[src/rtl/video_vram_arbiter.sv]
// ---------------------------------------------------------------------------
// video_vram_arbiter
//
// Shares the PPU's 14-bit multiplexed VRAM bus between the rendering fetch
// pipeline and CPU PPUDATA accesses. Every bus access takes two dots: an
// address dot (ALE high) followed by a data dot (rd_n or wr_n low). Rendering
// fetches always own the bus. A one-deep CPU request buffer drains only while
// rendering is off and no fetch phase is active.
//
// Optional feature macro: VIDEO_VRAM_READ_BUFFER_EN
//   defined   : PPUDATA delayed-read semantics. A read returns the previous
//               content of an internal read buffer, except palette addresses
//               (addr[13:8] = 6'h3F), which return fresh data. The buffer
//               always loads the fresh byte.
//   undefined : a read returns the byte fetched by that access.
//
// Ports:
//   I_clock, I_reset   clock, synchronous active-high reset
//   I_clk_rise         dot enable; the FSM advances only when high
//   I_control[15:0]    [7:0] fetch phases (odd = address, even = data),
//                      [10] rendering flag
//   I_render_addr      fetch address, sampled on an address phase
//   O_render_data      fetched byte; O_render_valid pulses when it updates
//   O_render_miss      pulse: a render address phase was dropped because a
//                      CPU access held the bus
//   I_cpu_req/we/addr/wdata  CPU request strobe and payload
//   O_cpu_busy         request buffer occupied
//   O_cpu_ack          pulse on CPU access completion
//   O_cpu_rdata        read result, held until the next read completes
//   O_vram_*           external bus: addr, ale, rd_n, wr_n, wdata, oe
//   I_vram_rdata       external bus read data
//   O_dbg_state        current FSM state encoding
//
// CPU handshake: I_cpu_req is a one-clock strobe accepted on any clock while
// O_cpu_busy is low, or on the clock in which the current access completes
// (O_cpu_ack then pulses with O_cpu_busy still high). Strobes arriving while
// busy otherwise are ignored; nothing is queued beyond the single buffer.
// ---------------------------------------------------------------------------
module video_vram_arbiter #(
    parameter int P_addr_width = 14,
    parameter int P_data_width = 8
) (
    input  logic                    I_clock,
    input  logic                    I_reset,
    input  logic                    I_clk_rise,
    input  logic [15:0]             I_control,
    input  logic [P_addr_width-1:0] I_render_addr,
    output logic [P_data_width-1:0] O_render_data,
    output logic                    O_render_valid,
    output logic                    O_render_miss,
    input  logic                    I_cpu_req,
    input  logic                    I_cpu_we,
    input  logic [P_addr_width-1:0] I_cpu_addr,
    input  logic [P_data_width-1:0] I_cpu_wdata,
    output logic                    O_cpu_busy,
    output logic                    O_cpu_ack,
    output logic [P_data_width-1:0] O_cpu_rdata,
    output logic [P_addr_width-1:0] O_vram_addr,
    output logic                    O_vram_ale,
    output logic                    O_vram_rd_n,
    output logic                    O_vram_wr_n,
    output logic [P_data_width-1:0] O_vram_wdata,
    output logic                    O_vram_oe,
    input  logic [P_data_width-1:0] I_vram_rdata,
    output logic [2:0]              O_dbg_state
);

    typedef enum logic [2:0] {
        S_IDLE   = 3'd0,
        S_R_ADDR = 3'd1,
        S_R_DATA = 3'd2,
        S_C_ADDR = 3'd3,
        S_C_DATA = 3'd4
    } state_t;

    state_t                  r_state;
    state_t                  w_next_state;

    // Request buffer
    logic                    r_pending;
    logic                    r_buf_we;
    logic [P_addr_width-1:0] r_buf_addr;
    logic [P_data_width-1:0] r_buf_wdata;

    // Registered outputs
    logic [P_addr_width-1:0] r_vram_addr;
    logic [P_data_width-1:0] r_vram_wdata;
    logic [P_data_width-1:0] r_render_data;
    logic                    r_render_valid;
    logic                    r_render_miss;
    logic                    r_cpu_ack;
    logic [P_data_width-1:0] r_cpu_rdata;

    // Decoded control and FSM strobes
    logic                    w_rendering;
    logic                    w_addr_phase;
    logic                    w_cpu_eligible;
    logic                    w_latch_render;
    logic                    w_latch_cpu;
    logic                    w_render_done;
    logic                    w_cpu_done;
    logic                    w_miss;
    logic                    w_accept_req;
    logic                    w_unused;

    assign w_rendering    = I_control[10];
    assign w_addr_phase   = w_rendering &
                            (I_control[1] | I_control[3] | I_control[5] | I_control[7]);
    assign w_cpu_eligible = r_pending & ~w_rendering & (I_control[7:0] == 8'd0);
    assign w_unused       = ^{I_control[15:11], I_control[9:8]};

    // A completing access frees the buffer in the same clock, so a strobe
    // coinciding with completion is accepted rather than lost.
    assign w_accept_req   = I_cpu_req & (~r_pending | w_cpu_done);

    always_comb begin
        w_next_state   = r_state;
        w_latch_render = 1'b0;
        w_latch_cpu    = 1'b0;
        w_render_done  = 1'b0;
        w_cpu_done     = 1'b0;
        w_miss         = 1'b0;
        if (I_clk_rise) begin
            case (r_state)
                S_IDLE: begin
                    if (w_addr_phase) begin
                        w_next_state   = S_R_ADDR;
                        w_latch_render = 1'b1;
                    end else if (w_cpu_eligible) begin
                        w_next_state = S_C_ADDR;
                        w_latch_cpu  = 1'b1;
                    end
                end
                S_R_ADDR: w_next_state = S_R_DATA;
                S_R_DATA: begin
                    w_render_done = 1'b1;
                    // Back-to-back fetch: chain straight into the next address dot.
                    if (w_addr_phase) begin
                        w_next_state   = S_R_ADDR;
                        w_latch_render = 1'b1;
                    end else begin
                        w_next_state = S_IDLE;
                    end
                end
                S_C_ADDR: begin
                    w_next_state = S_C_DATA;
                    w_miss       = w_addr_phase;
                end
                S_C_DATA: begin
                    w_next_state = S_IDLE;
                    w_cpu_done   = 1'b1;
                    w_miss       = w_addr_phase;
                end
                default: w_next_state = S_IDLE;
            endcase
        end
    end

    always_ff @(posedge I_clock) begin
        if (I_reset) begin
            r_state        <= S_IDLE;
            r_pending      <= 1'b0;
            r_buf_we       <= 1'b0;
            r_buf_addr     <= '0;
            r_buf_wdata    <= '0;
            r_vram_addr    <= '0;
            r_vram_wdata   <= '0;
            r_render_data  <= '0;
            r_render_valid <= 1'b0;
            r_render_miss  <= 1'b0;
            r_cpu_ack      <= 1'b0;
        end else begin
            r_state        <= w_next_state;
            r_render_valid <= w_render_done;
            r_render_miss  <= w_miss;
            r_cpu_ack      <= w_cpu_done;

            if (w_latch_render) begin
                r_vram_addr <= I_render_addr;
            end else if (w_latch_cpu) begin
                r_vram_addr <= r_buf_addr;
                if (r_buf_we) begin
                    r_vram_wdata <= r_buf_wdata;
                end
            end

            if (w_render_done) begin
                r_render_data <= I_vram_rdata;
            end

            if (w_accept_req) begin
                r_pending   <= 1'b1;
                r_buf_we    <= I_cpu_we;
                r_buf_addr  <= I_cpu_addr;
                r_buf_wdata <= I_cpu_wdata;
            end else if (w_cpu_done) begin
                r_pending <= 1'b0;
            end
        end
    end

`ifdef VIDEO_VRAM_READ_BUFFER_EN
    logic [P_data_width-1:0] r_read_buf;
    logic                    w_palette;

    // r_buf_addr is still the completing access here: a new request loads
    // it on the same edge, so the old value is what this edge sees.
    assign w_palette = (r_buf_addr[P_addr_width-1 -: 6] == 6'h3F);

    always_ff @(posedge I_clock) begin
        if (I_reset) begin
            r_read_buf  <= '0;
            r_cpu_rdata <= '0;
        end else if (w_cpu_done && !r_buf_we) begin
            r_cpu_rdata <= w_palette ? I_vram_rdata : r_read_buf;
            r_read_buf  <= I_vram_rdata;
        end
    end
`else
    always_ff @(posedge I_clock) begin
        if (I_reset) begin
            r_cpu_rdata <= '0;
        end else if (w_cpu_done && !r_buf_we) begin
            r_cpu_rdata <= I_vram_rdata;
        end
    end
`endif

    // Bus strobes are decoded from the current state, so they are inactive
    // in IDLE and fall back to idle levels as soon as an access ends.
    assign O_vram_ale   = (r_state == S_R_ADDR) || (r_state == S_C_ADDR);
    assign O_vram_rd_n  = ~((r_state == S_R_DATA) || ((r_state == S_C_DATA) && !r_buf_we));
    assign O_vram_wr_n  = ~((r_state == S_C_DATA) && r_buf_we);
    assign O_vram_oe    = (r_state == S_C_DATA) && r_buf_we;
    assign O_vram_addr  = r_vram_addr;
    assign O_vram_wdata = r_vram_wdata;

    assign O_render_data  = r_render_data;
    assign O_render_valid = r_render_valid;
    assign O_render_miss  = r_render_miss;
    assign O_cpu_busy     = r_pending;
    assign O_cpu_ack      = r_cpu_ack;
    assign O_cpu_rdata    = r_cpu_rdata;
    assign O_dbg_state    = r_state;

endmodule

[config.mk]
export PLATFORM = sky130hd
export DESIGN_NAME = video_vram_arbiter
export DESIGN_NICKNAME = d
export VERILOG_FILES = /design/src/rtl/video_vram_arbiter.sv
export SDC_FILE = /design/constraint.sdc
export NUM_CORES = 1
export LEC_CHECK = 0
export ABC_CLOCK_PERIOD_IN_PS = 1500
export CORE_UTILIZATION = 50
export CTS_BUF_LIST = sky130_fd_sc_hd__clkbuf_16
export DETAILED_ROUTE_END_ITERATION = 12
export DONT_BUFFER_PORTS = 1
export PLACE_DENSITY = 0.66
export SLEW_MARGIN = 10
export SYNTH_ARGS = -nofsm -noshare
export SYNTH_HDL_FRONTEND = slang
export SYNTH_SLANG_ARGS = --single-unit
[constraint.sdc]
create_clock -name I_clock -period 1.5 [get_ports I_clock]
set_clock_uncertainty 0.2 [all_clocks]
set_input_delay 0.3 -clock I_clock [delete_from_list [all_inputs] [get_ports I_clock]]
set_output_delay 0.3 -clock I_clock [all_outputs]
set_load 0.02 [all_outputs]
* Word-level counts from Yosys, hierarchy flattened
Cells that the tools add are included.
** Storage, ports and cells
- Bits in registers :: 68
- Latch bits :: 0
- Bits in writable memories :: 0
- Bits in read-only memories :: 0
- Bits of input ports :: 65
- Output and inout port bits :: 49
- Word-level logic and storage cells :: 66
- Memories :: 0
** Operators by class
- Add/sub/neg operators :: 0
- Multiply operators :: 0
- Divide/modulo/power cells :: 0
- $lt $le $gt $ge :: 0
- Equal/unequal tests :: 5
- Shift operators :: 0
- Mux-type cells :: 19
- Bitwise operators :: 15
- Reduce and logical (&&, ||, !) cells :: 15
** Operator list (count)
- 14-bit 2-to-1 mux :: 2
- 1-bit 2-to-1 mux :: 14
- 3-bit case mux with 4 select lines :: 1
- 8-bit logical NOT :: 1
- 1-bit NOT :: 7
- 3-bit by 2-bit == test with 1-bit output (second input constant) :: 2
- 3-bit 2-to-1 mux :: 2
- 1-bit AND :: 4
- 1-bit OR :: 4
- 2-bit nonzero test :: 2
- 2-bit OR reduction :: 2
- 3-bit by 1-bit == test with 1-bit output (second input constant) :: 1
- 3-bit == test (second input constant) :: 1
- 1-bit logical AND :: 3
- 3-bit logical NOT :: 1
- 3-bit != test (second input constant) :: 1
- 3-bit AND reduction :: 1
- 3-bit OR reduction :: 1
- 1-bit logical OR :: 2
- 2-bit AND reduction :: 1
- 1-bit logical NOT :: 1

* Longest topological paths before layout
- Word-level depth :: 9
- Gate-level depth with buffers :: 6
- Mapped depth without buffers :: 4

* Worst setup path after synthesis
No wires, ideal clock.
- Path type :: flip-flop to output port
- Start point :: register r_state[2], in the netlist O_dbg_state[2]
- End point :: output port O_vram_oe
- Arrival :: 1391 ps
- Data required time :: 1000 ps
- Slack :: -391 ps
- Stages on the path, launching flop included :: 5
- Path buffers :: 1
- Cell sequence :: dfxtp_1 -> buf_4 -> nand2b_1 -> or3_1 -> inv_1
** Between the ends
- Cells in the longest elaborated chain, start to end :: 2
** Ends and longest elaborated chain
- from (decl) :: RTL line 76 : state_t r_state;
- from (signal assigned) :: RTL line 173 : r_state <= w_next_state;
- 3-bit == test :: RTL line 234 : assign O_vram_oe = (r_state == S_C_DATA) && r_buf_we;
- 1-bit logical AND :: RTL line 234
- to (decl) :: RTL line 63 : output logic O_vram_oe,
No other way between the ends.

* Final worst setup path
Ends and elaborated chain as after synthesis.

==> metrics.txt <==
status finished with violations; IO Port Bufs 0; vias in the first global route 2220; Area Growth Syn to Fin 41.6%; power per cell area 1130 nW/um^2; HP Start I_reset; first-pass GRT wire length 11200 um; Synth Area in Simple Gates 0.223; # DRC 0; Max Cap Violations 0; fraction of synthesized area in multiplexers 0.116; worst slew pin tran 0.397 ns; I/O Pins 114; Setup crit end kind output pin; global route overflow 0; Final ANT Viol Nets 0; total wire length 7540 um; normalized max-slew margin 0.734; Hold Vio Cnt, Final 54; Worst Path Arrival about 1.4 ns; placed inst area just over 3000 sq um; DR pass1 iterations 4; crit path from O_dbg_state[2]; failing checks hold timing, setup timing; final setup TNS -16.91 ns; CTS tree done; via/cell ratio 5.65; IR drop worst, VDD a little over 0.9 mV; HPWL after DPL 4360 um; cell count after placement between 300 and 400; final setup fails between 60 and 70; Post-Syn Area 2770 sq um; Clock Latency Late Sink about 0.32 ns; initial antenna violation count 0; critical path class flop to output pin; H-tree depth 3; largest net degree at the start of global routing 60; complex-gate fraction of the synthesized area 0.126; Worst Slack Setup Final -0.392 ns; Critical Path RT 1.00 ns; R2R Setup Slk -0.36 ns; Synth cell types 40; Cell Rows 26; Mapped Cells between 200 and 300; clock-pin slew on the worst setup and hold paths 0.05 ns; Max Clk Rate 528 MHz; adder-cell share of the synthesized area 0; Synth Area in XOR/XNOR 0; non-filler cells, final 408; Hold-fix buffers, CTS 4; DR iter-0 viols 104; ANT cells 0; Hold Slack -0.144 ns; Top FF cell, synth dfxtp_1; crit start category flop; Die ar. 5840 sq um; CTS Buf Count 9; EDFF count, synth 0; commonest non-fill, non-tap cell in the layout dfxtp_1; gpl congestion 0.822; layout cells sized above 1 0.385; DP Worst Slack -0.290 ns; period utilisation layout 1.26; commonest non-fill, non-tap cells in the layout dfxtp_1 (64), nor2_1 (36), mux2i_1 (30); clk buf depth 2; Leak 1.57 nW; Core Area 5200 sq um; vias 2306; Final Total Pwr around 4.4 mW; Total GRT Usage 0.250; Yosys warning count 0; final instance area 3920 sq um; clk root buf clkbuf_16; Die X approximately 76 um; sequential area share after synthesis 0.492; Mean Syn Cell Area 9.78 sq um; Slew Viols, Final 0; Reg-to-Reg Start O_dbg_state[2]; Yosys reg bits between 60 and 70; largest family of logic cells by synthesized area simple AND/OR/NAND/NOR gates; CP Max Fanout 6; ys async rst share 0; initial core utilization 0.532; nets@finish between 300 and 400; RSZ-0062 raised after global routing yes; Hold Crit Class input pin to flop; DR WL/cell 18.5 um; Die Ht 76.4 um; clock sinks ~70; Mapped Nets 348; shortest period the worst path allows 1.89 ns
-- stage by stage --
stage | utilization | hold slack, ns
after floorplan | - | 0.224
after global placement | 0.589 | 0.169
after detailed placement | 0.589 | 0.170
after CTS | 0.724 | -0.161
after global routing | 0.753 | -0.160
final | 0.753 | -0.144
-- worst max-delay path, cell delays in order, from the launching register on --
cell	delay [ns]
dfxtp_4	0.35
buf_8	0.14
nand2b_4	0.06
or3_4	0.43
inv_4	0.10
-- final timing paths --
kind,to,cells past startpoint
max,O_vram_oe,4
min,r_buf_addr[5],1
max reg2reg,r_buf_wdata[0],7
min reg2reg,O_vram_wdata[5],2
-- timing repair --
action,4_1_cts,5_1_grt
gates cloned,2,1
resized for setup,48,31
hold endpoints to repair,59,55
buffers inserted,18,4
pin swaps,30,16
endpoints found under the setup margin,60,69
-- logic make-up after synthesis --
| group | Yosys count |
|---|---|
| and+or+nand+nor | 111 |
| DFF | 68 |
| AOI/OAI and AO/OA | 51 |
| muxes | 32 |
| buffers and inverters | 21 |
-- routing by layer --
metal | wire (um) | part of all wire | GRT usage | up-vias
li1 | - | - | - | 1105
met1 | 3300 | 0.44 | 0.307 | 1095
met2 | 3580 | 0.48 | 0.390 | 91
met3 | 545 | 0.072 | 0.0790 | 15
met4 | 114 | 0.015 | 0.129 | 0
met5 | 0 | 0 | 0 | -
-- power by group --
group | switching (mW) | internal (mW)
combinational | 0.206 | 0.266
clock | 0.730 | 1.26
sequential | 0.0858 | 1.88
total | 1.02 | 3.41
-- registers in the layout (all words and copies together), names as in the netlist, 3 cells and up --
signal	cells
O_vram_wdata	8
O_dbg_state	3
O_cpu_rdata	8
O_vram_addr	14
O_render_data	8
r_buf_addr	14
r_buf_wdata	8
-- area by class of cell --
type                    instances  area, sq um
multi-input cells             194         1530
fillers                       366         1280
clock buffers                   9          225
flip-flops and latches         68         1370
clock inverters                 6         57.6
repair buffers                 57          627
well taps                      70         87.6
inverters                       4         17.5
-- cell usage after synthesis, types with 2 or more instances --
library cell   n  area [sq um]
clkbuf_1       7          26.3
nor2_1        39           146
a32o_1         2          20.0
and3_1         2          12.5
inv_1          4          15.0
nor4b_4        2          47.6
and2_1         8          50.1
nand4_1        2          12.5
a22oi_1        2          15.0
a21oi_1       18          90.1
a221o_1        8          80.1
a311oi_1       2          17.5
nand2_1       22          82.6
buf_1          2          7.51
mux2i_1       32           320
nor3_1         5          25.0
buf_2          2          10.0
dfxtp_1       68          1360
nand3_1       10          50.1
a211oi_1       3          22.5
nor2b_1        4          25.0
o21ai_0       10          50.1
nand2b_1       6          37.5
a21o_1         2          15.0
o21a_1         2          15.0
buf_6          5          56.3
Note: power is estimated with default switching activity, not from simulation.
